**config.mk**
```make
export PLATFORM = sky130hd
export DESIGN_NAME = bpred_two_level_flat
export DESIGN_NICKNAME = d
export VERILOG_FILES = /design/src/rtl/lc3b_types.sv /design/src/rtl/bpred_two_level_if.sv /design/src/rtl/bpred_two_level_sat_counter_update.sv /design/src/rtl/bpred_two_level.sv /design/src/flat_wrapper.sv
export SDC_FILE = /design/constraint.sdc
export NUM_CORES = 1
export LEC_CHECK = 0
export BUFFER_PORTS_ARGS = -buffer_cell sky130_fd_sc_hd__clkbuf_2
export CORE_UTILIZATION = 67
export DETAILED_ROUTE_END_ITERATION = 10
export PLACE_DENSITY = 0.85
export SKIP_LAST_GASP = 1
export SLEW_MARGIN = 5
export SYNTH_ARGS = -nofsm -noshare
export SYNTH_HDL_FRONTEND = slang
export SYNTH_SLANG_ARGS = --single-unit
```
**constraint.sdc**
```tcl
create_clock -name clk -period 13.3 [get_ports clk]
set_clock_uncertainty 0.05 [all_clocks]
set_input_delay 1.33 -clock clk [delete_from_list [all_inputs] [get_ports clk]]
set_output_delay 1.33 -clock clk [all_outputs]
set_load 0.02 [all_outputs]
```
**src/rtl/lc3b_types.sv**
```systemverilog
// Shared lc3b predictor types and constants (default geometry 3/4/7).
package lc3b_types;

  localparam int unsigned LC3B_BHT_IDX_BITS = 3;
  localparam int unsigned LC3B_HIST_BITS    = 4;
  localparam int unsigned LC3B_PHT_IDX_BITS = LC3B_BHT_IDX_BITS + LC3B_HIST_BITS;
  localparam int unsigned LC3B_CTR_BITS     = 2;

  typedef logic [LC3B_BHT_IDX_BITS-1:0] lc3b_bht_ind;
  typedef logic [LC3B_HIST_BITS-1:0]    lc3b_bht_out;
  typedef logic [LC3B_PHT_IDX_BITS-1:0] lc3b_pht_ind;

  // Weakly-not-taken counter value for a 2-bit counter.
  localparam logic [LC3B_CTR_BITS-1:0] LC3B_CTR_WEAK_NT = 2'b01;

  typedef enum logic {
    ST_INIT = 1'b0,
    ST_RUN  = 1'b1
  } bpred_state_e;

  // Weakly-not-taken value for any counter width: 2^(ctr_bits-1) - 1.
  function automatic int unsigned weak_nt_val(input int unsigned ctr_bits);
    return (32'd1 << (ctr_bits - 1)) - 32'd1;
  endfunction

endpackage

```
**src/rtl/bpred_two_level_if.sv**
```systemverilog
// Predict and resolve/update ports of the two-level branch predictor.
interface bpred_two_level_if #(
  parameter int unsigned HIST_BITS = 4
) ();

  logic                 ready;
  logic                 pred_req;
  logic [15:0]          pred_pc;
  logic                 pred_valid;
  logic                 pred_taken;
  logic [HIST_BITS-1:0] pred_hist;
  logic                 upd_valid;
  logic [15:0]          upd_pc;
  logic [HIST_BITS-1:0] upd_hist;
  logic                 upd_taken;

  // Fetch/resolve side driving the predictor.
  modport master (
    input  ready, pred_valid, pred_taken, pred_hist,
    output pred_req, pred_pc, upd_valid, upd_pc, upd_hist, upd_taken
  );

  // Predictor side.
  modport slave (
    output ready, pred_valid, pred_taken, pred_hist,
    input  pred_req, pred_pc, upd_valid, upd_pc, upd_hist, upd_taken
  );

endinterface

```
**src/rtl/bpred_two_level_sat_counter_update.sv**
```systemverilog
// Next value of a CTR_BITS saturating counter (inc when taken, else dec).
module sat_counter_update #(
  parameter int unsigned CTR_BITS = 2
) (
  input  logic [CTR_BITS-1:0] ctr,
  input  logic                inc,
  output logic [CTR_BITS-1:0] ctr_next_c
);

  localparam logic [CTR_BITS-1:0] CTR_MAX = '1;
  localparam logic [CTR_BITS-1:0] CTR_MIN = '0;

  // Saturate at both ends instead of wrapping.
  always_comb begin
    ctr_next_c = ctr;
    if (inc) begin
      if (ctr != CTR_MAX) ctr_next_c = ctr + CTR_BITS'(1);
    end else begin
      if (ctr != CTR_MIN) ctr_next_c = ctr - CTR_BITS'(1);
    end
  end

endmodule

```
**src/rtl/bpred_two_level.sv**
```systemverilog
// Two-level adaptive branch predictor: BHT of per-branch histories feeding
// a PHT of saturating counters, with a reset-time table init sweep.
// Build option BPRED_GLOBAL_HIST_EN: one global history register replaces the BHT.
module bpred_two_level
  import lc3b_types::*;
#(
  parameter int unsigned BHT_IDX_BITS = 3,
  parameter int unsigned HIST_BITS    = 4,
  parameter int unsigned CTR_BITS     = 2
) (
  input logic               clk,
  input logic               rst_n,
  bpred_two_level_if.slave  bus
);

  localparam int unsigned BHT_ENTRIES  = 1 << BHT_IDX_BITS;
  localparam int unsigned PHT_IDX_BITS = BHT_IDX_BITS + HIST_BITS;
  localparam int unsigned PHT_ENTRIES  = 1 << PHT_IDX_BITS;
  localparam logic [PHT_IDX_BITS-1:0] IDX_LAST = PHT_IDX_BITS'(PHT_ENTRIES - 1);
  localparam logic [CTR_BITS-1:0]     CTR_INIT = CTR_BITS'(weak_nt_val(CTR_BITS));

  bpred_state_e              state_q;
  logic [PHT_IDX_BITS-1:0]   idx_q;
  logic                      ready_q;
  logic                      pred_valid_q;
  logic                      pred_taken_q;
  logic [HIST_BITS-1:0]      pred_hist_q;

  logic [CTR_BITS-1:0]       pht [PHT_ENTRIES];

  logic [BHT_IDX_BITS-1:0]   bidx;
  logic [BHT_IDX_BITS-1:0]   ubidx;
  logic [HIST_BITS-1:0]      pred_h;
  logic [PHT_IDX_BITS-1:0]   pidx;
  logic [PHT_IDX_BITS-1:0]   uidx;
  logic                      in_init;
  logic                      pred_en;
  logic                      upd_en;
  logic [CTR_BITS-1:0]       upd_ctr;
  logic [CTR_BITS-1:0]       upd_ctr_next_c;
  logic                      unused_pc_bits;

  assign bidx    = bus.pred_pc[BHT_IDX_BITS:1];
  assign ubidx   = bus.upd_pc[BHT_IDX_BITS:1];
  assign in_init = (state_q == ST_INIT);
  assign pred_en = (state_q == ST_RUN) && bus.pred_req;
  assign upd_en  = (state_q == ST_RUN) && bus.upd_valid;
  assign pidx    = {bidx, pred_h};
  assign uidx    = {ubidx, bus.upd_hist};
  assign upd_ctr = pht[uidx];

  // Upper PC bits and the byte bit never reach the tables.
  assign unused_pc_bits = ^{bus.pred_pc[15:BHT_IDX_BITS+1], bus.pred_pc[0],
                            bus.upd_pc[15:BHT_IDX_BITS+1], bus.upd_pc[0]};

`ifdef BPRED_GLOBAL_HIST_EN
  logic [HIST_BITS-1:0] ghr_q;

  assign pred_h = ghr_q;

  // Global history shifts in every resolved outcome; held at 0 through init.
  always_ff @(posedge clk) begin
    if (!rst_n) begin
      ghr_q <= '0;
    end else if (upd_en) begin
      ghr_q <= {ghr_q[HIST_BITS-2:0], bus.upd_taken};
    end
  end
`else
  logic [HIST_BITS-1:0] bht [BHT_ENTRIES];

  assign pred_h = bht[bidx];

  // BHT: cleared by the init sweep, then shifts in each resolved outcome.
  always_ff @(posedge clk) begin
    if (rst_n) begin
      if (in_init) begin
        bht[idx_q[BHT_IDX_BITS-1:0]] <= '0;
      end else if (upd_en) begin
        bht[ubidx] <= {bht[ubidx][HIST_BITS-2:0], bus.upd_taken};
      end
    end
  end
`endif

  sat_counter_update #(
    .CTR_BITS (CTR_BITS)
  ) u_sat (
    .ctr        (upd_ctr),
    .inc        (bus.upd_taken),
    .ctr_next_c (upd_ctr_next_c)
  );

  // PHT: weakly-not-taken fill during init, saturating update in run.
  always_ff @(posedge clk) begin
    if (rst_n) begin
      if (in_init) begin
        pht[idx_q] <= CTR_INIT;
      end else if (upd_en) begin
        pht[uidx] <= upd_ctr_next_c;
      end
    end
  end

  // Init sweep / run control and registered prediction outputs.
  // Table reads use pre-edge contents, so a same-cycle update is not seen.
  always_ff @(posedge clk) begin
    if (!rst_n) begin
      state_q      <= ST_INIT;
      idx_q        <= '0;
      ready_q      <= 1'b0;
      pred_valid_q <= 1'b0;
      pred_taken_q <= 1'b0;
      pred_hist_q  <= '0;
    end else begin
      case (state_q)
        ST_INIT: begin
          pred_valid_q <= 1'b0;
          idx_q        <= idx_q + PHT_IDX_BITS'(1);
          if (idx_q == IDX_LAST) begin
            state_q <= ST_RUN;
            ready_q <= 1'b1;
          end
        end
        ST_RUN: begin
          pred_valid_q <= pred_en;
          if (pred_en) begin
            pred_taken_q <= pht[pidx][CTR_BITS-1];
            pred_hist_q  <= pred_h;
          end
        end
        default: begin
          state_q <= ST_INIT;
          idx_q   <= '0;
        end
      endcase
    end
  end

  assign bus.ready      = ready_q;
  assign bus.pred_valid = pred_valid_q;
  assign bus.pred_taken = pred_taken_q;
  assign bus.pred_hist  = pred_hist_q;

endmodule

```
**src/flat_wrapper.sv**
```systemverilog
// flat-port wrapper written by rule: the top's interface ports become plain ports
module bpred_two_level_flat import lc3b_types::*;
#(
  parameter int unsigned BHT_IDX_BITS = 3,
  parameter int unsigned HIST_BITS    = 4,
  parameter int unsigned CTR_BITS     = 2
)
  (clk, rst_n, bus_ready, bus_pred_valid, bus_pred_taken, bus_pred_hist, bus_pred_req, bus_pred_pc, bus_upd_valid, bus_upd_pc, bus_upd_hist, bus_upd_taken);
  bpred_two_level_if #(.HIST_BITS(HIST_BITS)) bus_i ();
  input logic clk;
  input logic rst_n;
  output wire logic [$bits(bus_i.ready)-1:0] bus_ready;
  output wire logic [$bits(bus_i.pred_valid)-1:0] bus_pred_valid;
  output wire logic [$bits(bus_i.pred_taken)-1:0] bus_pred_taken;
  output wire logic [$bits(bus_i.pred_hist)-1:0] bus_pred_hist;
  input wire logic [$bits(bus_i.pred_req)-1:0] bus_pred_req;
  input wire logic [$bits(bus_i.pred_pc)-1:0] bus_pred_pc;
  input wire logic [$bits(bus_i.upd_valid)-1:0] bus_upd_valid;
  input wire logic [$bits(bus_i.upd_pc)-1:0] bus_upd_pc;
  input wire logic [$bits(bus_i.upd_hist)-1:0] bus_upd_hist;
  input wire logic [$bits(bus_i.upd_taken)-1:0] bus_upd_taken;
  assign bus_ready = bus_i.ready;
  assign bus_pred_valid = bus_i.pred_valid;
  assign bus_pred_taken = bus_i.pred_taken;
  assign bus_pred_hist = bus_i.pred_hist;
  assign bus_i.pred_req = bus_pred_req;
  assign bus_i.pred_pc = bus_pred_pc;
  assign bus_i.upd_valid = bus_upd_valid;
  assign bus_i.upd_pc = bus_upd_pc;
  assign bus_i.upd_hist = bus_upd_hist;
  assign bus_i.upd_taken = bus_upd_taken;
  bpred_two_level #(.BHT_IDX_BITS(BHT_IDX_BITS), .HIST_BITS(HIST_BITS), .CTR_BITS(CTR_BITS)) u_core (.clk(clk), .rst_n(rst_n), .bus(bus_i));
endmodule
```
* After elaboration in Yosys (flattened, before gate mapping)
Memories as Yosys holds them, arrays and structs flattened. A register that Yosys moved wholly into a read port is not among the register bits.
Cells that the tools add are included.
W data, S select, Z words.
** Word-level totals
- Register bits after elaboration :: 14
- Bits in writable memories :: 288
- Input bits :: 41
- Output and inout bits :: 7
- Logic and storage cells :: 40
- Memories :: 2
** Operators by class
- Add/sub/neg operators :: 3
- Eq/ne operators :: 2
- Mux-type cells :: 19
- Bitwise operators :: 1
- Reductions and logical operators :: 8
** Memories
- u_core.pht :: words 128, bits a word 2, rd ports 2, clocked after Yosys merged registers in 1, write ports 1, line bpred_two_level.sv:29 : logic [CTR_BITS-1:0] pht [PHT_ENTRIES];
- u_core.bht :: words 8, bits a word 4, rd ports 2, clocked after Yosys merged registers in 0, write ports 1, line bpred_two_level.sv:70 : logic [HIST_BITS-1:0] bht [BHT_ENTRIES];
** Operators with widths (count)
- $mux W1 :: 11
- $mux W2 :: 4
- $add A7 B1 Y7 const B :: 1
- $eq A7 B7 Y1 const B :: 1
- $mux W7 :: 1
- $mux W4 :: 1
- $reduce_and A2 Y1 :: 2
- $reduce_or A4 Y1 :: 1
- $mux W3 :: 1
- $add A2 B1 Y2 const B :: 1
- $logic_and A1 B1 Y1 :: 2
- $ne A2 B2 Y1 const B :: 1
- $pmux W1 S2 :: 1
- $reduce_bool A2 Y1 :: 1
- $reduce_or A2 Y1 :: 1
- $sub A2 B1 Y2 const B :: 1
- $logic_not A1 Y1 :: 1
- $not A1 Y1 :: 1

* Logic depth before layout (Yosys ltp)
- Word-level depth :: 7
- Mapped depth :: 14
- Depth with buffers taken out :: 9

* Hierarchy
From an unflattened synthesis, not the netlist that was laid out.
** Second synthesis, totals
- Cells, all modules :: 907
- Area total of the unflattened synthesis :: 14136.1 µm²
** By module, submodules not included
- bpred_two_level :: times used 1, cells an instance 904, area each 14109.8 µm², sequential area each 8948.6 µm²
- sat_counter_update :: times used 1, cells an instance 3, area each 26.3 µm², sequential area each 0.0 µm²

* Worst setup path after synthesis
No wires, ideal clock.
- Kind :: in2reg
- From :: input port bus_upd_hist[1]
- To :: memory u_core.pht[0][0], data pin
- Setup time :: 552 ps
- Arrival time :: 5483 ps
- Data required time :: 12698 ps
- Setup slack :: 7215 ps
- Stages on the path :: 9
- Path buffers :: 2
- Cell sequence :: clkbuf_1 > clkbuf_1 > mux4_2 > mux4_2 > mux4_2 > mux2_2 > inv_1 > maj3_2 > nand2b_1
** Between the ends
- Cells in the longest elaborated chain, start to end :: 5
- Elaborated cells between the ends (all ways) :: 9
- Classes of those cells :: 2 x add/sub; 1 x eq/ne; 4 x mux; 1 x reduce/logical; 1 x memory
** RTL lines
- start: declaration :: line flat_wrapper.sv:20 : input wire logic [$bits(bus_i.upd_hist)-1:0] bus_upd_hist;
- $mem_v2 Z128 W2 (*)
- $sub A2 B1 Y2, or another cell as far along :: line bpred_two_level_sat_counter_update.sv:19 : if (ctr != CTR_MIN) ctr_next_c = ctr - CTR_BITS'(1);
- $mux W2, on equally long branches :: line bpred_two_level_sat_counter_update.sv:19, bpred_two_level_sat_counter_update.sv:17
- $mux W2 (*) :: line bpred_two_level_sat_counter_update.sv:16 : if (inc) begin
- $mux W2 (no source line) (*)
- end: declaration :: line bpred_two_level.sv:29
Mark *: on every way between the ends. The rest lies on a longest branch, timed or not.

* Worst setup path in the final report
- From :: input port bus_upd_hist[0]
- To :: memory u_core.pht[123][1], data pin
Same word-level chain as after synthesis.

==> results.toml <==
[routing]
drc = 0
first_iter_violations = 1314
dr_total_vias = 8690
ant_nets = 0
wirelength_um = 33700
routed_via_density = 7.36
dr.pass1.iters = 5
wire_per_inst_um = 28.6

[global_routing]
grt_pass1_vias = 8825
groute.usage.overall_pct = 32.9
antenna_found_initial = 0
grt_max_degree = 129
gr-total-overflow = 0
grt_pass1_wl_um = 52400

[timing]
slew_headroom_pct = 8.18
max_freq_mhz = 176
finalWorstSetupSlack_ns = 7.62
drv_slew = 0
tns_ns = 0
worstMarginPinSlew_ns = 1.36
hold_viol_final = 0
finalSetupViolCount = 0
layout_min_cycle_time_ns = 5.68
grt_setup_unrepaired = "no"
min_period_over_period_pct = 42.7

[final_layout]
regArea_sq_um = 8950
n_antenna_cell = 0
nets = 931
layout_commonest_cell = "edfxtp_1"
syn2layout_area_growth_pct = 8.25
final_cells = 1181
drive_gt1_share_pct = 20.5
multi_input_area_sq_um = 4760
final_cell_mix = "edfxtp_1, nor2_1, mux4_2"
nFillCells = 1119

[die]
fp.dieH_um = 146
boundaryPins = 48
initial_core_util_pct = 68.6
die_w_um = 146
row_count = 52
coreArea_sq_um = 20400
dieArea_sq_um = 21400

[pwr]
power.density_nw_per_um2 = 129
pwr-share-clk_pct = 40.7
p_leak_nw = 5.40
swShare_pct = 22.1
pwr-share-comb_pct = 6.1
internal_power_mw = 1.52
irDropWorstVdd_uv = 110
p_seq_share_pct = 53.2
p_switching_uw = 431

[logic_synthesis]
synth-simple-area-share_pct = 8.11
syn_inst = 889
seq_area_frac_synth_pct = 64.1
syn_area_sq_um = 14000
synth_cell_types = 46
synthArstFlopShare_pct = 0
synth-edff-count = 288
yosys_most_used_dff = "edfxtp_1"
yosys_warnings = 0
synth_compound_area_share_pct = 3.50
synth_mux_area_share_pct = 21.9
synth.avg_cell_area_sq_um = 15.7
synth_top_family_by_area = "multiplexers"
synth_fa_ha_area_share_pct = 0.170
syn_nets = 931
ys_ff_latch = 303
synthXorXnorAreaFrac_pct = 0.251

[critical_path]
critPathSlowestCell = "buf_4"
critPathTopFamily = "multiplexers"
crit_buf_inv = 2
startpoint_type = "input port"
arrival_ns = 5.63
crit_top_cell = "mux4_2"
path_class = "in2reg"
path_cells = "buf_4 > buf_4 > mux4_2 > mux4_2 > mux4_2 > mux2_2 > o21ai_0 > nand2_4"
end_kind = "flop"
cp_max_fo = 128
cpPeakStageDelay_ns = 0.82
critical_path_required_ns = 13.25

[clocking]
cts_sinks = 303
cts.htree.levels = 1
clock_latency_ns = 0.56
cts_resized = 0
hold_buffers = 0
clock_tree.buffer_depth = 3
numCtsBuffers = 29
cts_tree = "built"
clk_pin_slew_ns = 0.06
root_buffer = "clkbuf_16"
cts_setup_buffers = 0

[min_path]
hold_path.class = "reg2reg"

[placement]
pre_cts_ws_ns = 7.05
globalplace.congestion = 0.942
dpl.hpwl_um = 20200
io_buffers = 21
dp_cells = 1128

[run]
cap_violations = 0

[outcome]
status = "complete, no violations"
[per-stage QoR]
| step | total power, mW | hold slack, ns | utilization (%) | cell area (sq um) |
|---|---|---|---|---|
| 3_5_place_dp | 1.17 | 0.433 | 69.8 | 14200 |
| 4_1_cts | 1.94 | 0.442 | 74.2 | 15100 |
| 6_report | 1.95 | 0.437 | 74.2 | 15100 |
| 3_3_place_gp | 1.17 | 0.410 | 69.8 | 14200 |
| 2_1_floorplan | 1.14 | 0.491 | - | 14000 |
| 5_1_grt | 1.98 | 0.470 | 74.2 | 15100 |
[cell families (layout without fill, tap and decap cells)]
| family | count (synthesis) | count (layout) |
|---|---|---|
| buffers and inverters | 65 | 87 |
| AO/OA/AOI/OAI | 71 | 71 |
| adder cells (fa/ha/maj) | 2 | 2 |
| flip-flops | 303 | 303 |
| AND/OR/NAND/NOR | 265 | 265 |
| multiplexers | 179 | 179 |
| XOR/XNOR | 4 | 4 |
[power groups by stage]
stage / clock network (mW) / logic, mW / registers (mW)
after floorplan: 0 / 0.0847 / 1.05
after global placement: 0 / 0.112 / 1.06
after detailed placement: 0 / 0.115 / 1.06
after CTS: 0.787 / 0.117 / 1.04
after global routing: 0.825 / 0.124 / 1.04
final: 0.791 / 0.119 / 1.04
[synthesized netlist by cell type, types with 9 or more instances]
cell type | n | area, sq um
mux2_2 | 9 | 101
mux2i_1 | 70 | 701
nand2_1 | 54 | 203
nor2_1 | 154 | 578
nand3_1 | 13 | 65.1
clkbuf_1 | 38 | 143
buf_2 | 12 | 60.1
dfxtp_1 | 15 | 300
o21ai_0 | 17 | 85.1
mux4_2 | 100 | 2250
and2_1 | 11 | 68.8
edfxtp_1 | 288 | 8650
[routing by layer]
layer	wire (um)	track usage [%]
met5	0	0
met3	4010	7.03
met1	11900	44.1
met4	1640	15.0
met2	16200	52.7
[registers in the layout, indices dropped and copies added, names as in the netlist]
register and count:
u_core.bus.pred_hist 4, u_core.bus.pred_taken 1, u_core.pht 256, u_core.idx_q 7, u_core.bus.ready 1, u_core.state_q 1
u_core.bus.pred_valid 1, u_core.bht 32
[worst paths after layout]
path	startpoint	to	slack, ns	cells past startpoint
setup reg to reg	u_core.pht[58][1]$_DFFE_PP_	u_core.pht[123][1]$_DFFE_PP_	9.33	6
hold reg to reg	u_core.bus.pred_hist[2]$_SDFFE_PN0P_	u_core.bus.pred_hist[2]$_SDFFE_PN0P_	0.44	2
setup / recovery	bus_upd_hist[0]	u_core.pht[123][1]$_DFFE_PP_	7.62	8
hold / removal	u_core.bus.pred_hist[2]$_SDFFE_PN0P_	u_core.bus.pred_hist[2]$_SDFFE_PN0P_	0.44	2
[layout make-up]
class	instances	area share, %
Sequential cell	303	59.2
Multi-Input combinational cell	521	31.5
Clock buffer	34	4.92
Tap cell	270	2.23
Clock inverter	19	0.985
Timing Repair Buffer	26	0.960
Inverter	8	0.199
[worst reg2reg max path: cells and delay by family, from the launching register on]
kind | cells | cell delay, ns
DFF | 1 | 0.42
muxes | 4 | 1.83
AOI/OAI and AO/OA | 1 | 0.32
and+or+nand+nor | 1 | 0.68
No activity file was read; power rests on OpenSTA's default activity.
